## config.mk

```make
export PLATFORM = sky130hd
export DESIGN_NAME = memory_dumper
export DESIGN_NICKNAME = d
export VERILOG_FILES = /design/src/rtl/memory_dumper_pkg.sv /design/src/rtl/memory_dumper.sv
export SDC_FILE = /design/constraint.sdc
export NUM_CORES = 1
export LEC_CHECK = 0
export ABC_AREA = 0
export CAP_MARGIN = 20
export CORE_ASPECT_RATIO = 0.8
export CORE_MARGIN = 10
export CORE_UTILIZATION = 51
export CTS_BUF_LIST = sky130_fd_sc_hd__clkbuf_8
export CTS_CLUSTER_SIZE = 8
export DETAILED_ROUTE_END_ITERATION = 16
export PLACE_DENSITY = 0.87
export SYNTH_ARGS = -nofsm -noshare
export SYNTH_HDL_FRONTEND = slang
export SYNTH_SLANG_ARGS = --single-unit
```

## constraint.sdc

```tcl
create_clock -name clock -period 4.8 [get_ports clock]
set_clock_uncertainty 0.15 [all_clocks]
set_input_delay 1.44 -clock clock [delete_from_list [all_inputs] [get_ports clock]]
set_output_delay 1.44 -clock clock [all_outputs]
set_load 0.02 [all_outputs]
```

## src/rtl/memory_dumper_pkg.sv

```systemverilog
// Shared widths and FSM state encodings for the memory dumper.
// Imported by the dumper RTL; the bench picks its own widths explicitly.
package memory_dumper_pkg;

    localparam int WORD_SIZE_DEF     = 16;
    localparam int MEM_ADDR_SIZE_DEF = 8;

    typedef enum logic [2:0] {
        IDLE = 3'd0,
        READ = 3'd1,
        WAIT = 3'd2,
        SEND = 3'd3,
        DONE = 3'd4
    } dump_state_t;

endpackage

```

## src/rtl/memory_dumper.sv

```systemverilog
// Streams a contiguous RAM region out over a valid/ready port after CPU halt.
// Latency: first word valid 3 cycles after start_dump; one word per 3 cycles with out_ready high.
// Backpressure: out_data/out_addr held in SEND until out_ready; no further RAM reads are issued meanwhile.
module memory_dumper
    import memory_dumper_pkg::*;
#(
    parameter int WORD_SIZE     = WORD_SIZE_DEF,
    parameter int MEM_ADDR_SIZE = MEM_ADDR_SIZE_DEF,
    parameter int CNT_SIZE      = MEM_ADDR_SIZE + 1
) (
    input  logic                     clock,
    input  logic                     reset,
    input  logic                     start_dump,
    input  logic                     abort,
    input  logic [MEM_ADDR_SIZE-1:0] base_addr,
    input  logic [CNT_SIZE-1:0]      word_count,
    output logic [MEM_ADDR_SIZE-1:0] mem_addr,
    output logic                     mem_read,
    input  logic [WORD_SIZE-1:0]     mem_read_data,
    output logic                     out_valid,
    input  logic                     out_ready,
    output logic [WORD_SIZE-1:0]     out_data,
    output logic [MEM_ADDR_SIZE-1:0] out_addr,
    output logic                     busy,
    output logic                     done
);

    dump_state_t                state, state_nxt;
    logic [MEM_ADDR_SIZE-1:0]   cur_addr;
    logic [CNT_SIZE-1:0]        remaining;
    logic [MEM_ADDR_SIZE-1:0]   mem_addr_q;
    logic                       handshake;

    assign handshake = (state == SEND) && out_ready && !abort;

    always_ff @(posedge clock) begin
        if (!reset) begin
            state      <= IDLE;
            cur_addr   <= '0;
            remaining  <= '0;
            mem_addr_q <= '0;
            out_data   <= '0;
            out_addr   <= '0;
        end else begin
            state <= state_nxt;
            if (state == IDLE && start_dump) begin
                cur_addr  <= base_addr;
                remaining <= word_count;
            end
            // Remember the issued address so mem_addr holds outside READ.
            if (state == READ) begin
                mem_addr_q <= cur_addr;
            end
            if (state == WAIT) begin
                out_data <= mem_read_data;
                out_addr <= cur_addr;
            end
            if (handshake) begin
                cur_addr  <= cur_addr + MEM_ADDR_SIZE'(1);
                remaining <= remaining - CNT_SIZE'(1);
            end
        end
    end

    always_comb begin
        state_nxt = state;
        case (state)
            IDLE: begin
                if (start_dump) begin
                    state_nxt = (word_count == '0) ? DONE : READ;
                end
            end
            READ: state_nxt = WAIT;
            WAIT: state_nxt = SEND;
            SEND: begin
                if (out_ready) begin
                    state_nxt = (remaining == CNT_SIZE'(1)) ? DONE : READ;
                end
            end
            DONE:    state_nxt = IDLE;
            default: state_nxt = IDLE;
        endcase
        // Abort wins over a handshake landing in the same cycle.
        if (abort && state != IDLE) begin
            state_nxt = IDLE;
        end
    end

    assign mem_read  = (state == READ);
    assign mem_addr  = (state == READ) ? cur_addr : mem_addr_q;
    assign out_valid = (state == SEND);
    assign busy      = (state != IDLE);
    assign done      = (state == DONE);

endmodule

```

==> impl_metrics.tcl, run 1 <==
set metrics [dict create \
    hold_depth 2 \
    ant_nets 0 \
    p_per_area_nw_per_um2 281 \
    drv_slew 0 \
    rsz0062_at_grt "false" \
    slowest_delay_ns 0.57 \
    worstPathArrival_ns 2.26 \
    path_clk_slew_ns 0.09 \
    diodes 0 \
    clk_path_buf_depth 2 \
    syn2layout_area_growth_pct 35.2 \
    dr.pass1.iters 5 \
    placed_cells 396 \
    crit_family "buffers and inverters" \
    max_slew_margin 0.429 \
    worstPathRequired_ns 3.21 \
    fmax_mhz 260 \
    tns_ns 0 \
    p_leak_nw 1.13 \
    post-route-min-period_ns 3.85 \
    synthCells 279 \
    yosys_most_used_dff "dfxtp_1" \
    met3_usage 0.0595 \
    ys_ff_latch 52 \
    dieArea_sq_um 7730 \
    min_from "out_data[3]" \
    worstSetupPathType "register to output pin" \
    syn_area_sq_um 2340 \
    critPathSlowestCell "dfxtp_1" \
    initial_core_util 0.544 \
    syn_avg_cell_area_sq_um 8.40 \
    stdcell_count 404 \
    overflow 0 \
    hold_buffers 0 \
    synth_edf_count 0 \
    switching_share 0.282 \
    comb_power_share 0.194 \
    layout.nets 387 \
    clkPwrFrac 0.274 \
    cp-start-kind "register" \
    end_kind "output pin" \
    drive_gt1_frac 0.0778 \
    routedWlPerCell_um 16.2 \
    setup_ws_ns 0.951 \
    r2r_setup_slack_ns 2.90 \
    grt_pass1_vias 2104 \
    cap_violations 0 \
    internal-power_mw 0.639 \
    r2r_start "state[1]" \
    ctsHtreeMaxLevel 2 \
    post_cts_buffers 0 \
    cts_buffers 5 \
    max-vdd-ir-drop_mv 0.160 \
    worstMarginPinSlew_ns 0.856 \
    holdCritPathClass "register to register" \
    finalSetupViolCount 0 \
    critPathBufInv 2 \
    drtIter0Drc 161 \
    outcome "completed" \
    die_w_um 95.8 \
    final_hold_viol_count 0 \
    vias 2267 \
    yosysSeqAreaShare 0.444 \
    routed_via_density 5.61 \
    cp_cell_sequence "nor3b_1 > buf_4 > mux2_2 > clkdlybuf4s50_1" \
    globalRouteMet1Util 0.211 \
    cts.sinks 52 \
    std_cell_rows 21 \
    yosys_warnings 0 \
    grt_max_degree 25 \
    grt_antenna_before_repair 0 \
    clk_latency_ns 0.31 \
    grtUsageTotal 0.169 \
    hold-path-endpoint "out_data[3]" \
    cts_tree "done" \
    dp_slack_ns 1.30 \
    routabilityCongestion 0.960 \
    core_sq_um 4310 \
    die_y_um 80.6 \
    synth_nets 320 \
    ys_types 46 \
    async_flop_share 0 \
    finalCritPeriodShare 0.802 \
    r2r_cells 3 \
    drc 0 \
    power.net_switching_mw 0.251 \
    final_common_cell "clkdlybuf4s50_1" \
    wirelength_um 6530 \
    root_buffer "clkbuf_8" \
    critPathMaxFanout 10 \
    grt_use_met2 0.269 \
    grt-busiest-layer "met2" \
    grt_first_pass_wirelength_um 10400 \
    post_cts_resized 0 \
    seqPwrFrac 0.531 \
    io_pins 74 \
    timing.rr.end "out_data[5]" \
    layout_common_cells "clkdlybuf4s50_1 (73), nand2_1 (66), dfxtp_1 (52)" \
    dpl.hpwl_um 4990 \
    io_buffers 73 \
]
## through the flow
stage	util	hold slack [ns]	area [sq um]	power, mW
6_report	0.735	0.307	3170	0.890
2_1_floorplan	-	0.299	2340	0.578
4_1_cts	0.735	0.309	3170	0.895
5_1_grt	0.735	0.333	3170	0.934
3_5_place_dp	0.715	0.296	3080	0.654
3_3_place_gp	0.715	0.291	3080	0.650
## registers in the layout, summed over array words and instances (netlist names)
register / flops
cur_addr: 8
state: 3
mem_addr_q: 8
remaining: 9
out_data: 16
out_addr: 8
## cell usage after synthesis (2+ instances only)
library cell / instances / area, sq um
buf_4: 3 / 22.5
o2111ai_1: 2 / 17.5
a2bb2oi_1: 4 / 35.0
clkbuf_1: 9 / 33.8
a22oi_1: 2 / 15.0
o211ai_1: 4 / 30.0
nor2_1: 9 / 33.8
nand4_1: 4 / 25.0
buf_2: 2 / 10.0
nand2_1: 66 / 248
or3_1: 3 / 18.8
nor3_1: 5 / 25.0
and2_1: 10 / 62.6
o21ai_0: 4 / 20.0
nand3_1: 9 / 45.0
dfxtp_1: 52 / 1040
nand2b_1: 2 / 12.5
mux2_2: 8 / 90.1
and3_1: 2 / 12.5
a311oi_1: 3 / 26.3
nor4_1: 3 / 18.8
ha_1: 3 / 37.5
a31oi_1: 4 / 25.0
buf_6: 2 / 22.5
inv_1: 6 / 22.5
a21oi_1: 38 / 190
## worst min-delay path: cells and delay by family, from the launching register on
| kind | cells | cell delay (ns) |
|---|---|---|
| flops | 1 | 0.32 |
| simple gates | 1 | 0.05 |
| compound gates | 1 | 0.05 |
## power groups by stage
stage | sequential (mW) | clock [mW] | combinational [mW]
floorplan | 0.479 | 0 | 0.0985
global placement | 0.482 | 0 | 0.169
detailed placement | 0.483 | 0 | 0.171
CTS | 0.472 | 0.250 | 0.172
global route | 0.476 | 0.270 | 0.188
finish | 0.473 | 0.244 | 0.173
## final cells by class
class | instances | area (sq um)
tap | 57 | 71.3
multi-input combinational | 204 | 1180
clock buffer | 5 | 68.8
clock inverter | 3 | 20.0
fill | 340 | 1140
inverter | 7 | 31.3
sequential | 52 | 1040
timing repair buffer | 76 | 753
## worst max-delay path by stage
| stage | start | endpoint | slack [ns] | depth (start not counted) |
|---|---|---|---|---|
| finish | state[0] | mem_addr[1] | 0.95 | 4 |
| detailed placement | state[0] | mem_addr[1] | 1.30 | 4 |
| global route | state[0] | mem_addr[1] | 0.87 | 4 |
| CTS | state[0] | mem_addr[1] | 0.95 | 4 |
| floorplan | state[1] | mem_addr[0] | 1.94 | 4 |
| global placement | state[0] | mem_addr[7] | 1.33 | 4 |
## kinds of logic (layout without fill, tap and decap cells)
family / count (synthesis) / in the layout / synth area share
AOI/OAI and AO/OA: 69 / 69 / 0.180
adders and majority gates: 3 / 3 / 0.0160
buffers and inverters: 23 / 91 / 0.0512
and+or+nand+nor: 124 / 124 / 0.271
DFF: 52 / 52 / 0.444
muxes: 8 / 8 / 0.0384
## per-layer routing
layer,up-vias,routed length (um)
met2,97,3020
met4,0,69
met3,9,557
met5,-,0
met1,1048,2890
li1,1113,-
No activity file was read; power rests on OpenSTA's default activity.
==> run 2: changes to the inputs <==
--- a/config.mk
+++ b/config.mk
@@ -9,11 +9,11 @@
 export CAP_MARGIN = 20
 export CORE_ASPECT_RATIO = 0.8
 export CORE_MARGIN = 10
-export CORE_UTILIZATION = 51
+export CORE_UTILIZATION = 43
 export CTS_BUF_LIST = sky130_fd_sc_hd__clkbuf_8
 export CTS_CLUSTER_SIZE = 8
 export DETAILED_ROUTE_END_ITERATION = 16
-export PLACE_DENSITY = 0.87
+export PLACE_DENSITY = 0.78
 export SYNTH_ARGS = -nofsm -noshare
 export SYNTH_HDL_FRONTEND = slang
 export SYNTH_SLANG_ARGS = --single-unit
==> constraint.sdc (replaced) <==
create_clock -name clock -period 3.5 [get_ports clock]
set_clock_uncertainty 0.15 [all_clocks]
set_input_delay 1.05 -clock clock [delete_from_list [all_inputs] [get_ports clock]]
set_output_delay 1.05 -clock clock [all_outputs]
set_load 0.02 [all_outputs]
==> impl_metrics.tcl, run 2 (synthesis gave the netlist of run 1 again) <==
set metrics [dict create \
    outcome "completed" \
    crit_end "mem_addr[4]" \
    power_mw 1.29 \
    holdCritPathClass "register to register" \
    timing.rr.end "remaining[8]" \
    p_per_area_nw_per_um2 402 \
    r2r_start "state[1]" \
    vias 2232 \
    drc 0 \
    grtUsageTotal 0.147 \
    drtIter0Drc 134 \
    critPathMaxFanout 11 \
    grt_antenna_before_repair 0 \
    grt_max_degree 40 \
    hold_ws_ns 0.306 \
    power.net_switching_mw 0.341 \
    p_leak_nw 1.16 \
    r2r_cells 4 \
    max-vdd-ir-drop_mv 0.207 \
    slowest_delay_ns 0.55 \
    grt_first_pass_wirelength_um 10600 \
    ant_nets 0 \
    cp_cell_sequence "nor3b_1 > buf_4 > mux2_2 > clkdlybuf4s50_1" \
    worstPathArrival_ns 2.11 \
    hold_buffers 0 \
    routabilityCongestion 0.923 \
    root_buffer "clkbuf_8" \
    grt_pass1_vias 2108 \
    critPathSlowestCell "clkdlybuf4s50_1" \
    rsz0062_at_grt "false" \
    post-route-min-period_ns 3.31 \
    initial_core_util 0.455 \
    clk_path_buf_depth 2 \
    wirelength_um 6650 \
    worstPathRequired_ns 2.30 \
    cp-start-kind "register" \
    routedWlPerCell_um 16.2 \
    io_buffers 73 \
    post_cts_resized 0 \
    layout.nets 389 \
    ctsHtreeMaxLevel 2 \
    r2r_setup_slack_ns 1.59 \
    die_w_um 103 \
    path_clk_slew_ns 0.09 \
    critPathBufInv 2 \
    worstSetupPathType "register to output pin" \
    cap_violations 0 \
    clkPwrFrac 0.311 \
    cp.depth 4 \
    finalCritPeriodShare 0.946 \
    max_slew_margin 0.418 \
    comb_power_share 0.189 \
    drv_slew 0 \
    dr.pass1.iters 4 \
    nFillCells 441 \
    final_hold_viol_count 0 \
    multi_input_area_sq_um 1180 \
    dieArea_sq_um 8820 \
    regArea_sq_um 1040 \
    final_common_cell "clkdlybuf4s50_1" \
    cts_tree "done" \
    io_pins 74 \
    cts.sinks 52 \
    seqPwrFrac 0.500 \
    worstMarginPinSlew_ns 0.873 \
    layout_common_cells "clkdlybuf4s50_1 (73), nand2_1 (66), dfxtp_1 (52)" \
    crit_start "state[1]" \
    fmax_mhz 302 \
    crit_family "buffers and inverters" \
    final_util 0.623 \
    cts_buffers 5 \
    overflow 0 \
    reg_top3 "out_data x16, remaining x9" \
    diodes 0 \
    dpl.hpwl_um 4960 \
    end_kind "output pin" \
    post_cts_buffers 0 \
    syn2layout_area_growth_pct 36.9 \
    drive_gt1_frac 0.0831 \
    std_cell_rows 23 \
    regMostFlops "out_data" \
    tns_ns 0 \
    die_y_um 86.0 \
    routed_via_density 5.43 \
    finalSetupViolCount 0 \
    switching_share 0.265 \
    core_sq_um 5150 \
    internal-power_mw 0.949 \
    largest_register_ffs 16 \
    clk_latency_ns 0.30 \
]
==> run 2: changes by cell type in the layout (fill, tap and decap cells not counted), sizes merged <==
cell      change
bufinv        +1
buf           +2
clkinvlp      -1
==> run 2: final cells by class <==
cell class	count	share of cell area
timing repair buffer	78	0.239
tap	62	0.0242
clock inverter	3	0.0121
inverter	7	0.00975
multi-input combinational	204	0.369
clock buffer	5	0.0214
sequential	52	0.324
==> run 2: power groups by stage <==
stage	Combinational (mW)	Clock [mW]	Sequential, mW
6_report	0.244	0.401	0.645
2_1_floorplan	0.135	0	0.658
3_3_place_gp	0.240	0	0.657
4_1_cts	0.245	0.414	0.644
5_1_grt	0.267	0.440	0.648
3_5_place_dp	0.243	0	0.658
==> run 2: stage by stage <==
step / area, sq um / cells / setup slack [ns]
final: 3210 / 411 / 0.187
after global routing: 3210 / 411 / 0.0838
after CTS: 3210 / 411 / 0.181
after detailed placement: 3100 / 403 / 0.536
after global placement: 3100 / 403 / 0.535
after floorplan: 2340 / 279 / 1.03
==> run 2: worst min-delay path by stage <==
stage                  from            to  slack [ns]  cells after the start
2_1_floorplan  remaining[1]  remaining[1]        0.30                      2
3_3_place_gp    out_data[6]   out_data[6]        0.29                      2
3_5_place_dp    out_addr[5]   out_addr[5]        0.30                      2
4_1_cts         out_addr[5]   out_addr[5]        0.31                      2
5_1_grt         out_addr[5]   out_addr[5]        0.33                      2
6_report        out_addr[5]   out_addr[5]        0.31                      2
==> run 2: worst min-delay path: stages, from the launching register on <==
cell and delay (ns):
dfxtp_1 0.32, nand2_1 0.05, a21oi_1 0.05
==> run 2: layer usage <==
layer	global-route usage	up-vias	part of all wire
li1	-	1117	-
met1	0.194	1025	0.45
met2	0.227	81	0.46
met3	0.0457	9	0.082
met4	0.0384	0	0.011
met5	0	-	0
